### src/rtl/apb2axi_txn_scheduler_if.sv
// Purpose: handshake bundle between directory manager, scheduler and AR/AW builders.
// Latency: none (wires only).
// Backpressure: valid/ready on both the directory pop side and the issue side.
interface apb2axi_txn_scheduler_if;

    // Layout must match entry_t inside apb2axi_txn_scheduler.
    typedef struct packed {
        logic        is_write;
        logic [3:0]  tag;
        logic [31:0] addr;
    } directory_entry_t;

    logic             dir_mgr_pop_valid;
    directory_entry_t dir_mgr_pop_entry;
    logic             dir_mgr_pop_ready;
    logic             rd_issue_valid;
    logic             wr_issue_valid;
    directory_entry_t issue_entry;
    logic             rd_issue_ready;
    logic             wr_issue_ready;
    logic             rd_cpl;
    logic             wr_cpl;

    // Scheduler side
    modport master (
        input  dir_mgr_pop_valid, dir_mgr_pop_entry, rd_issue_ready, wr_issue_ready,
               rd_cpl, wr_cpl,
        output dir_mgr_pop_ready, rd_issue_valid, wr_issue_valid, issue_entry
    );

    // Directory / builder side
    modport slave (
        output dir_mgr_pop_valid, dir_mgr_pop_entry, rd_issue_ready, wr_issue_ready,
               rd_cpl, wr_cpl,
        input  dir_mgr_pop_ready, rd_issue_valid, wr_issue_valid, issue_entry
    );

endinterface

### src/rtl/apb2axi_txn_scheduler.sv
// Purpose: in-order staging FIFO that issues directory entries to AR or AW/W builders.
// Latency: 1 cycle minimum from push to issue_entry/valid.
// Backpressure: pop_ready drops when FIFO full; head is held until its builder accepts.
module apb2axi_txn_scheduler #(
    parameter int SCHED_DEPTH = 2,
    parameter int MAX_RD_OUT  = 4,
    parameter int MAX_WR_OUT  = 4
) (
    input  logic                              pclk,
    input  logic                              preset,
    input  logic                              sched_en,
    input  logic                              order_strict,
    apb2axi_txn_scheduler_if.master           bus,
    output logic [$clog2(MAX_RD_OUT+1)-1:0]   rd_out_cnt,
    output logic [$clog2(MAX_WR_OUT+1)-1:0]   wr_out_cnt,
    output logic                              sched_idle,
    output logic                              sched_err
);

    localparam int AW  = (SCHED_DEPTH > 1) ? $clog2(SCHED_DEPTH) : 1;
    localparam int OW  = $clog2(SCHED_DEPTH + 1);
    localparam int RCW = $clog2(MAX_RD_OUT + 1);
    localparam int WCW = $clog2(MAX_WR_OUT + 1);
    localparam logic [OW-1:0]  OCC_FULL = OW'(SCHED_DEPTH);
    localparam logic [RCW-1:0] RD_MAX   = RCW'(MAX_RD_OUT);
    localparam logic [WCW-1:0] WR_MAX   = WCW'(MAX_WR_OUT);

    // Same layout as the interface's directory_entry_t.
    typedef struct packed {
        logic        is_write;
        logic [3:0]  tag;
        logic [31:0] addr;
    } entry_t;

    entry_t          mem [SCHED_DEPTH];
    logic [AW-1:0]   wr_ptr;
    logic [AW-1:0]   rd_ptr;
    logic [OW-1:0]   occ;

    entry_t head;
    logic   head_valid;
    logic   fifo_full;
    logic   push;
    logic   pop;
    logic   rd_inc;
    logic   wr_inc;
    logic   rd_hazard;
    logic   wr_hazard;

    // Head decode, strict-order hazard and issue handshakes.
    always_comb begin
        head       = mem[rd_ptr];
        head_valid = (occ != '0);
        fifo_full  = (occ == OCC_FULL);
        // In strict mode a direction change waits for the other side to drain.
        rd_hazard  = order_strict & (wr_out_cnt != '0);
        wr_hazard  = order_strict & (rd_out_cnt != '0);

        bus.dir_mgr_pop_ready = !preset & sched_en & !fifo_full;
        bus.issue_entry       = head_valid ? head : '0;
        bus.rd_issue_valid    = head_valid & !head.is_write & sched_en &
                                (rd_out_cnt < RD_MAX) & !rd_hazard;
        bus.wr_issue_valid    = head_valid &  head.is_write & sched_en &
                                (wr_out_cnt < WR_MAX) & !wr_hazard;

        push       = bus.dir_mgr_pop_valid & bus.dir_mgr_pop_ready;
        rd_inc     = bus.rd_issue_valid & bus.rd_issue_ready;
        wr_inc     = bus.wr_issue_valid & bus.wr_issue_ready;
        pop        = rd_inc | wr_inc;
        sched_idle = !head_valid & (rd_out_cnt == '0) & (wr_out_cnt == '0);
    end

    // Staging FIFO storage, wrapping pointers and occupancy.
    always_ff @(posedge pclk or posedge preset) begin
        if (preset) begin
            wr_ptr <= '0;
            rd_ptr <= '0;
            occ    <= '0;
            for (int i = 0; i < SCHED_DEPTH; i++) mem[i] <= '0;
        end else begin
            if (push) begin
                mem[wr_ptr] <= bus.dir_mgr_pop_entry;
                wr_ptr      <= wr_ptr + 1'b1;
            end
            if (pop) rd_ptr <= rd_ptr + 1'b1;
            case ({push, pop})
                2'b10:   occ <= occ + 1'b1;
                2'b01:   occ <= occ - 1'b1;
                default: occ <= occ;
            endcase
        end
    end

    // Outstanding counters; a completion with nothing outstanding is flagged and ignored.
    always_ff @(posedge pclk or posedge preset) begin
        if (preset) begin
            rd_out_cnt <= '0;
            wr_out_cnt <= '0;
            sched_err  <= 1'b0;
        end else begin
            if (rd_inc & !bus.rd_cpl)
                rd_out_cnt <= rd_out_cnt + 1'b1;
            else if (!rd_inc & bus.rd_cpl & (rd_out_cnt != '0))
                rd_out_cnt <= rd_out_cnt - 1'b1;

            if (wr_inc & !bus.wr_cpl)
                wr_out_cnt <= wr_out_cnt + 1'b1;
            else if (!wr_inc & bus.wr_cpl & (wr_out_cnt != '0))
                wr_out_cnt <= wr_out_cnt - 1'b1;

            if ((!rd_inc & bus.rd_cpl & (rd_out_cnt == '0)) |
                (!wr_inc & bus.wr_cpl & (wr_out_cnt == '0)))
                sched_err <= 1'b1;
        end
    end

endmodule

### src/flat_wrapper.sv
// flat-port wrapper written by rule: the top's interface ports become plain ports
module apb2axi_txn_scheduler_flat 
#(
    parameter int SCHED_DEPTH = 2,
    parameter int MAX_RD_OUT  = 4,
    parameter int MAX_WR_OUT  = 4
)
  (pclk, preset, sched_en, order_strict, rd_out_cnt, wr_out_cnt, sched_idle, sched_err, bus_dir_mgr_pop_valid, bus_dir_mgr_pop_entry, bus_rd_issue_ready, bus_wr_issue_ready, bus_rd_cpl, bus_wr_cpl, bus_dir_mgr_pop_ready, bus_rd_issue_valid, bus_wr_issue_valid, bus_issue_entry);
  apb2axi_txn_scheduler_if bus_i ();
  input  logic pclk;
  input  logic preset;
  input  logic sched_en;
  input  logic order_strict;
  output logic [$clog2(MAX_RD_OUT+1)-1:0] rd_out_cnt;
  output logic [$clog2(MAX_WR_OUT+1)-1:0] wr_out_cnt;
  output logic sched_idle;
  output logic sched_err;
  input wire logic [$bits(bus_i.dir_mgr_pop_valid)-1:0] bus_dir_mgr_pop_valid;
  input wire logic [$bits(bus_i.dir_mgr_pop_entry)-1:0] bus_dir_mgr_pop_entry;
  input wire logic [$bits(bus_i.rd_issue_ready)-1:0] bus_rd_issue_ready;
  input wire logic [$bits(bus_i.wr_issue_ready)-1:0] bus_wr_issue_ready;
  input wire logic [$bits(bus_i.rd_cpl)-1:0] bus_rd_cpl;
  input wire logic [$bits(bus_i.wr_cpl)-1:0] bus_wr_cpl;
  output wire logic [$bits(bus_i.dir_mgr_pop_ready)-1:0] bus_dir_mgr_pop_ready;
  output wire logic [$bits(bus_i.rd_issue_valid)-1:0] bus_rd_issue_valid;
  output wire logic [$bits(bus_i.wr_issue_valid)-1:0] bus_wr_issue_valid;
  output wire logic [$bits(bus_i.issue_entry)-1:0] bus_issue_entry;
  assign bus_i.dir_mgr_pop_valid = bus_dir_mgr_pop_valid;
  assign bus_i.dir_mgr_pop_entry = bus_dir_mgr_pop_entry;
  assign bus_i.rd_issue_ready = bus_rd_issue_ready;
  assign bus_i.wr_issue_ready = bus_wr_issue_ready;
  assign bus_i.rd_cpl = bus_rd_cpl;
  assign bus_i.wr_cpl = bus_wr_cpl;
  assign bus_dir_mgr_pop_ready = bus_i.dir_mgr_pop_ready;
  assign bus_rd_issue_valid = bus_i.rd_issue_valid;
  assign bus_wr_issue_valid = bus_i.wr_issue_valid;
  assign bus_issue_entry = bus_i.issue_entry;
  apb2axi_txn_scheduler #(.SCHED_DEPTH(SCHED_DEPTH), .MAX_RD_OUT(MAX_RD_OUT), .MAX_WR_OUT(MAX_WR_OUT)) u_core (.pclk(pclk), .preset(preset), .sched_en(sched_en), .order_strict(order_strict), .bus(bus_i), .rd_out_cnt(rd_out_cnt), .wr_out_cnt(wr_out_cnt), .sched_idle(sched_idle), .sched_err(sched_err));
endmodule
### config.mk
export PLATFORM = sky130hd
export DESIGN_NAME = apb2axi_txn_scheduler_flat
export DESIGN_NICKNAME = d
export VERILOG_FILES = /design/src/rtl/apb2axi_txn_scheduler_if.sv /design/src/rtl/apb2axi_txn_scheduler.sv /design/src/flat_wrapper.sv
export SDC_FILE = /design/constraint.sdc
export NUM_CORES = 1
export LEC_CHECK = 0
export ABC_CLOCK_PERIOD_IN_PS = 3900
export CAP_MARGIN = 20
export CORE_MARGIN = 5
export CORE_UTILIZATION = 50
export CTS_CLUSTER_SIZE = 12
export DETAILED_ROUTE_END_ITERATION = 12
export PLACE_DENSITY = 0.9
export SLEW_MARGIN = 20
export SYNTH_ARGS = -nofsm -noshare
export SYNTH_HDL_FRONTEND = slang
export SYNTH_SLANG_ARGS = --single-unit
### constraint.sdc
create_clock -name pclk -period 3.9 [get_ports pclk]
set_clock_uncertainty 0.2 [all_clocks]
set_input_delay 0.39 -clock pclk [delete_from_list [all_inputs] [get_ports pclk]]
set_output_delay 0.39 -clock pclk [all_outputs]
set_load 0.01 [all_outputs]
==> impl_metrics.csv <==
group,metric,value,unit
status,status,"complete, no violations",
synth,ys.flop_type,"dfrtp_1",
clock_network,cts_hold_repair.buffers,0,
floorplanning,fp-row-count,32,
timing,finalWorstPathRequiredPeriod,2990,ps
setup_path,critPathSlowestCell,"dfrtp_1",
synth,synth-seq-area-share,53.6,%
detailed_routing,firstDrtPassIters,4,
setup_path,rr_worst_depth,9,
timing,final_layout_setup_total_negative_slack,0,ps
synth,largest_family_of_logic_cells_by_synthesized_area,"multiplexers",
layout,fillerInstances,588,
floorplanning,start_util,51.4,%
setup_path,startpoint_kind_of_the_worst_setup_timing_path,"register",
clock_network,tritoncts,"built",
synth,synth-xor-area-share,1.32,%
synth,synth.cells.most_frequent,"dfrtp_1, mux2_2, nor2_1",
synth,post_synth.cell_area_avg,12.9,sq um
power_and_ir_drop,power.share.sequential,36.9,%
synth,syn_inst,307,
timing,finalCritPeriodShare,76.7,%
grt,grt_first_pass_wirelength,14400,um
layout,areaGrowthSynthToFinish,31.1,%
synth,yosys.cell_count.top_type,"dfrtp_1",
clock_network,htree_levels,3,
clock_network,ctsRootBufferMaster,"clkbuf_8",
placement,placement.io_buffers,93,
timing,final-hold-violation-count,0,
synth,synth_adder_area_share,1.32,%
placement,gpl.final_weighted_congestion,0.819,
synth,synth-edff-count,0,
clock_network,cts_post_setup_buffers_inserted,0,
synth,synth_simple_gate_area_share,8.67,%
grt,grt_pass1_vias,2983,
layout,multi_input_comb_area,1770,sq um
detailed_routing,detailroute.via_count,2724,
floorplanning,core-area,7730,sq um
power_and_ir_drop,share_comb_of_total_power,50.1,%
layout,drive_above_1_share,25.1,%
synth,synth.cell_area,3970,sq um
power_and_ir_drop,vdd_drop_max,439,uV
detailed_routing,vias_per_cell,5.36,
synth,synth_top_cell_area_share,53.6,%
clock_network,postCtsResizedCells,0,
clock_network,clk_transition_reported_paths,90,ps
power_and_ir_drop,p_sw,0.00150,W
floorplanning,ioPinCount,94,
power_and_ir_drop,power.switching_fraction,34.7,%
setup_path,endpoint_kind,"register",
detailed_routing,route.detailed.drc,0,
setup_path,cp.depth,9,
grt,number_of_antenna_violations_at_the_first_check_in_global_routing,0,
synth,synth_largest_area_cell,"dfrtp_1",
synth,number_of_warning_messages_in_the_yosys_log,0,
timing,timing.fmax,334,MHz
timing,drv_slew,0,
setup_path,timing.critical_path.cells,"o31a_1 > nor4b_2 > nand2_1 > nor2_1 > inv_1 > fa_1 > nand2b_1 > nor4_1 > a221o_1",
synth,synth_compound_area_share,2.27,%
grt,grt_start_max_net_pins,86,
detailed_routing,drt_wl_total,8720,um
power_and_ir_drop,power.internal,0.00282,W
floorplanning,die_area,9820,sq um
layout,final_design_area_no_fill,5200,sq um
power_and_ir_drop,clock_power_share,13.1,%
layout,layout.core_utilization,67.3,%
placement,postPlaceCellArea,5020,sq um
detailed_routing,wire_per_inst,17.2,um
setup_path,critical-path-max-stage-delay,460,ps
timing,relSlewSlack,30.6,%
setup_path,crit_arrival,3070,ps
layout,seq_area,2130,sq um
clock_network,cts.path.max_buffers,2,
synth,synthesis_stage_register_bit_count,85,
worst_hold_path,path_type_of_the_worst_min_delay_path,"reg2reg",
clock_network,cts.sinks,85,
power_and_ir_drop,cellPowerDensity,831,nW/um^2
timing,final-setup-viol-count,0,
synth,yosys-mux-area-fraction,30.6,%
power_and_ir_drop,leakagePower,2.24,nW
setup_path,critical_path_peak_fanout,8,
grt,gr-total-overflow,0,
setup_path,critPathKind,"reg2reg",
clock_network,cts_buffers,9,
setup_path,timing.critical_path.required,3980,ps
setup_path,worst-r2r-setup-slack,910,ps
detailed_routing,dr.first_iter.drc_count,46,
grt,grt_use_total,18.2,%
synth,number_of_unique_standard_cell_types_used_by_synthesis,37,
job,drv.max_cap_violation_count,0,
setup_path,path_buf_inv,1,
worst_hold_path,timing.hold.worst_path_depth,2,
floorplanning,floorplan.die.width,99.1,um
synth,async_flop_share,100,%
synth,synth_area_leaders,"dfrtp_1, mux2_2, mux2i_1, nor2_1, buf_2",
timing,worstMarginPinSlew,1040,ps
detailed_routing,post_route_ant_nets,0,
placement,dp_hpwl,5990,um
floorplanning,die-height,99.1,um
timing,rsz0062_at_grt,"no",
synth,synth_nets,356,
setup_path,worst_path_dominant_cell_family,"simple AND/OR/NAND/NOR gates",
clock_network,clock_network_latency_to_the_later_pin_of_the_worst_skew_pair,340,ps
layout,final_nets,450,
layout,num_antenna_cells,0,
-- state kept, by name, summed over array words and instances (netlist names) --
signal             flops
u_core.wr_ptr          1
u_core.wr_out_cnt      3
u_core.rd_ptr          1
u_core.occ             2
u_core.rd_out_cnt      3
u_core.sched_err       1
u_core.mem            74
-- cell families (layout without fill, tap and decap cells) --
kind of cell,after synthesis,after routing
compound gates,10,10
fa+ha+maj,3,3
simple gates,72,72
xor+xnor,6,6
buf+inv,19,118
mux,112,112
flops,85,85
-- layout by cell type, fill, tap and decap left out, drive strengths merged, types with 4 or more instances in the layout --
cell type / synthesis / layout
nor2: 42 / 42
mux2: 75 / 75
clkdlybuf4s50: 0 / 93
nand2: 7 / 7
dfrtp: 85 / 85
clkinvlp: 0 / 4
nand3: 4 / 4
clkbuf: 4 / 11
mux2i: 37 / 37
buf: 11 / 5
-- worst min-delay path: cells and delay by family, from the launching register on --
family,cells,cell delay (ps)
flops,1,350
compound gates,2,110
-- path summary, 6_finish.rpt --
path / from / endpoint
setup / recovery: u_core.wr_out_cnt[2]$_DFFE_PP0P_ / u_core.rd_out_cnt[2]$_DFFE_PP0P_
hold reg to reg: u_core.sched_err$_DFFE_PP0P_ / u_core.sched_err$_DFFE_PP0P_
max in group asynchronous: preset / u_core.rd_ptr$_DFFE_PP0N_
setup reg to reg: u_core.wr_out_cnt[2]$_DFFE_PP0P_ / u_core.rd_out_cnt[2]$_DFFE_PP0P_
hold / removal: u_core.sched_err$_DFFE_PP0P_ / u_core.sched_err$_DFFE_PP0P_
min in group asynchronous: preset / u_core.occ[1]$_DFFE_PP0P_
-- power by group through the flow --
| stage | clock network, W | registers [W] | logic, W |
|---|---|---|---|
| 6_report | 0.000564 | 0.00159 | 0.00216 |
| 5_1_grt | 0.000622 | 0.00166 | 0.00234 |
| 4_1_cts | 0.000581 | 0.00159 | 0.00220 |
| 3_5_place_dp | 0 | 0.00161 | 0.00219 |
| 3_3_place_gp | 0 | 0.00158 | 0.00212 |
| 2_1_floorplan | 0 | 0.00153 | 0.00126 |
-- area by class of cell --
cell class / instances / share of cell area (%)
flip-flops and latches: 85 / 40.9
multi-input cells: 203 / 34.0
clock inverters: 5 / 0.697
repair buffers: 98 / 18.9
inverters: 4 / 0.361
well taps: 102 / 2.45
clock buffers: 11 / 2.72
-- layer usage --
layer | global-route usage (%) | part of all wire, % | vias to the layer above
li1 | - | - | 1268
met1 | 22.2 | 43 | 1377
met2 | 32.0 | 51 | 71
met3 | 4.42 | 5.3 | 8
met4 | 5.67 | 1.2 | 0
met5 | 0 | 0 | -
-- per-stage QoR --
stage | setup WS, ps | hold slack, ps | power [W] | instances
2_1_floorplan | 555 | 257 | 0.00279 | 307
3_3_place_gp | 868 | 268 | 0.00370 | 492
3_5_place_dp | 589 | 274 | 0.00380 | 492
4_1_cts | 911 | 297 | 0.00437 | 508
5_1_grt | 731 | 313 | 0.00462 | 508
6_report | 908 | 296 | 0.00432 | 508
No activity file was read; power rests on OpenSTA's default activity.
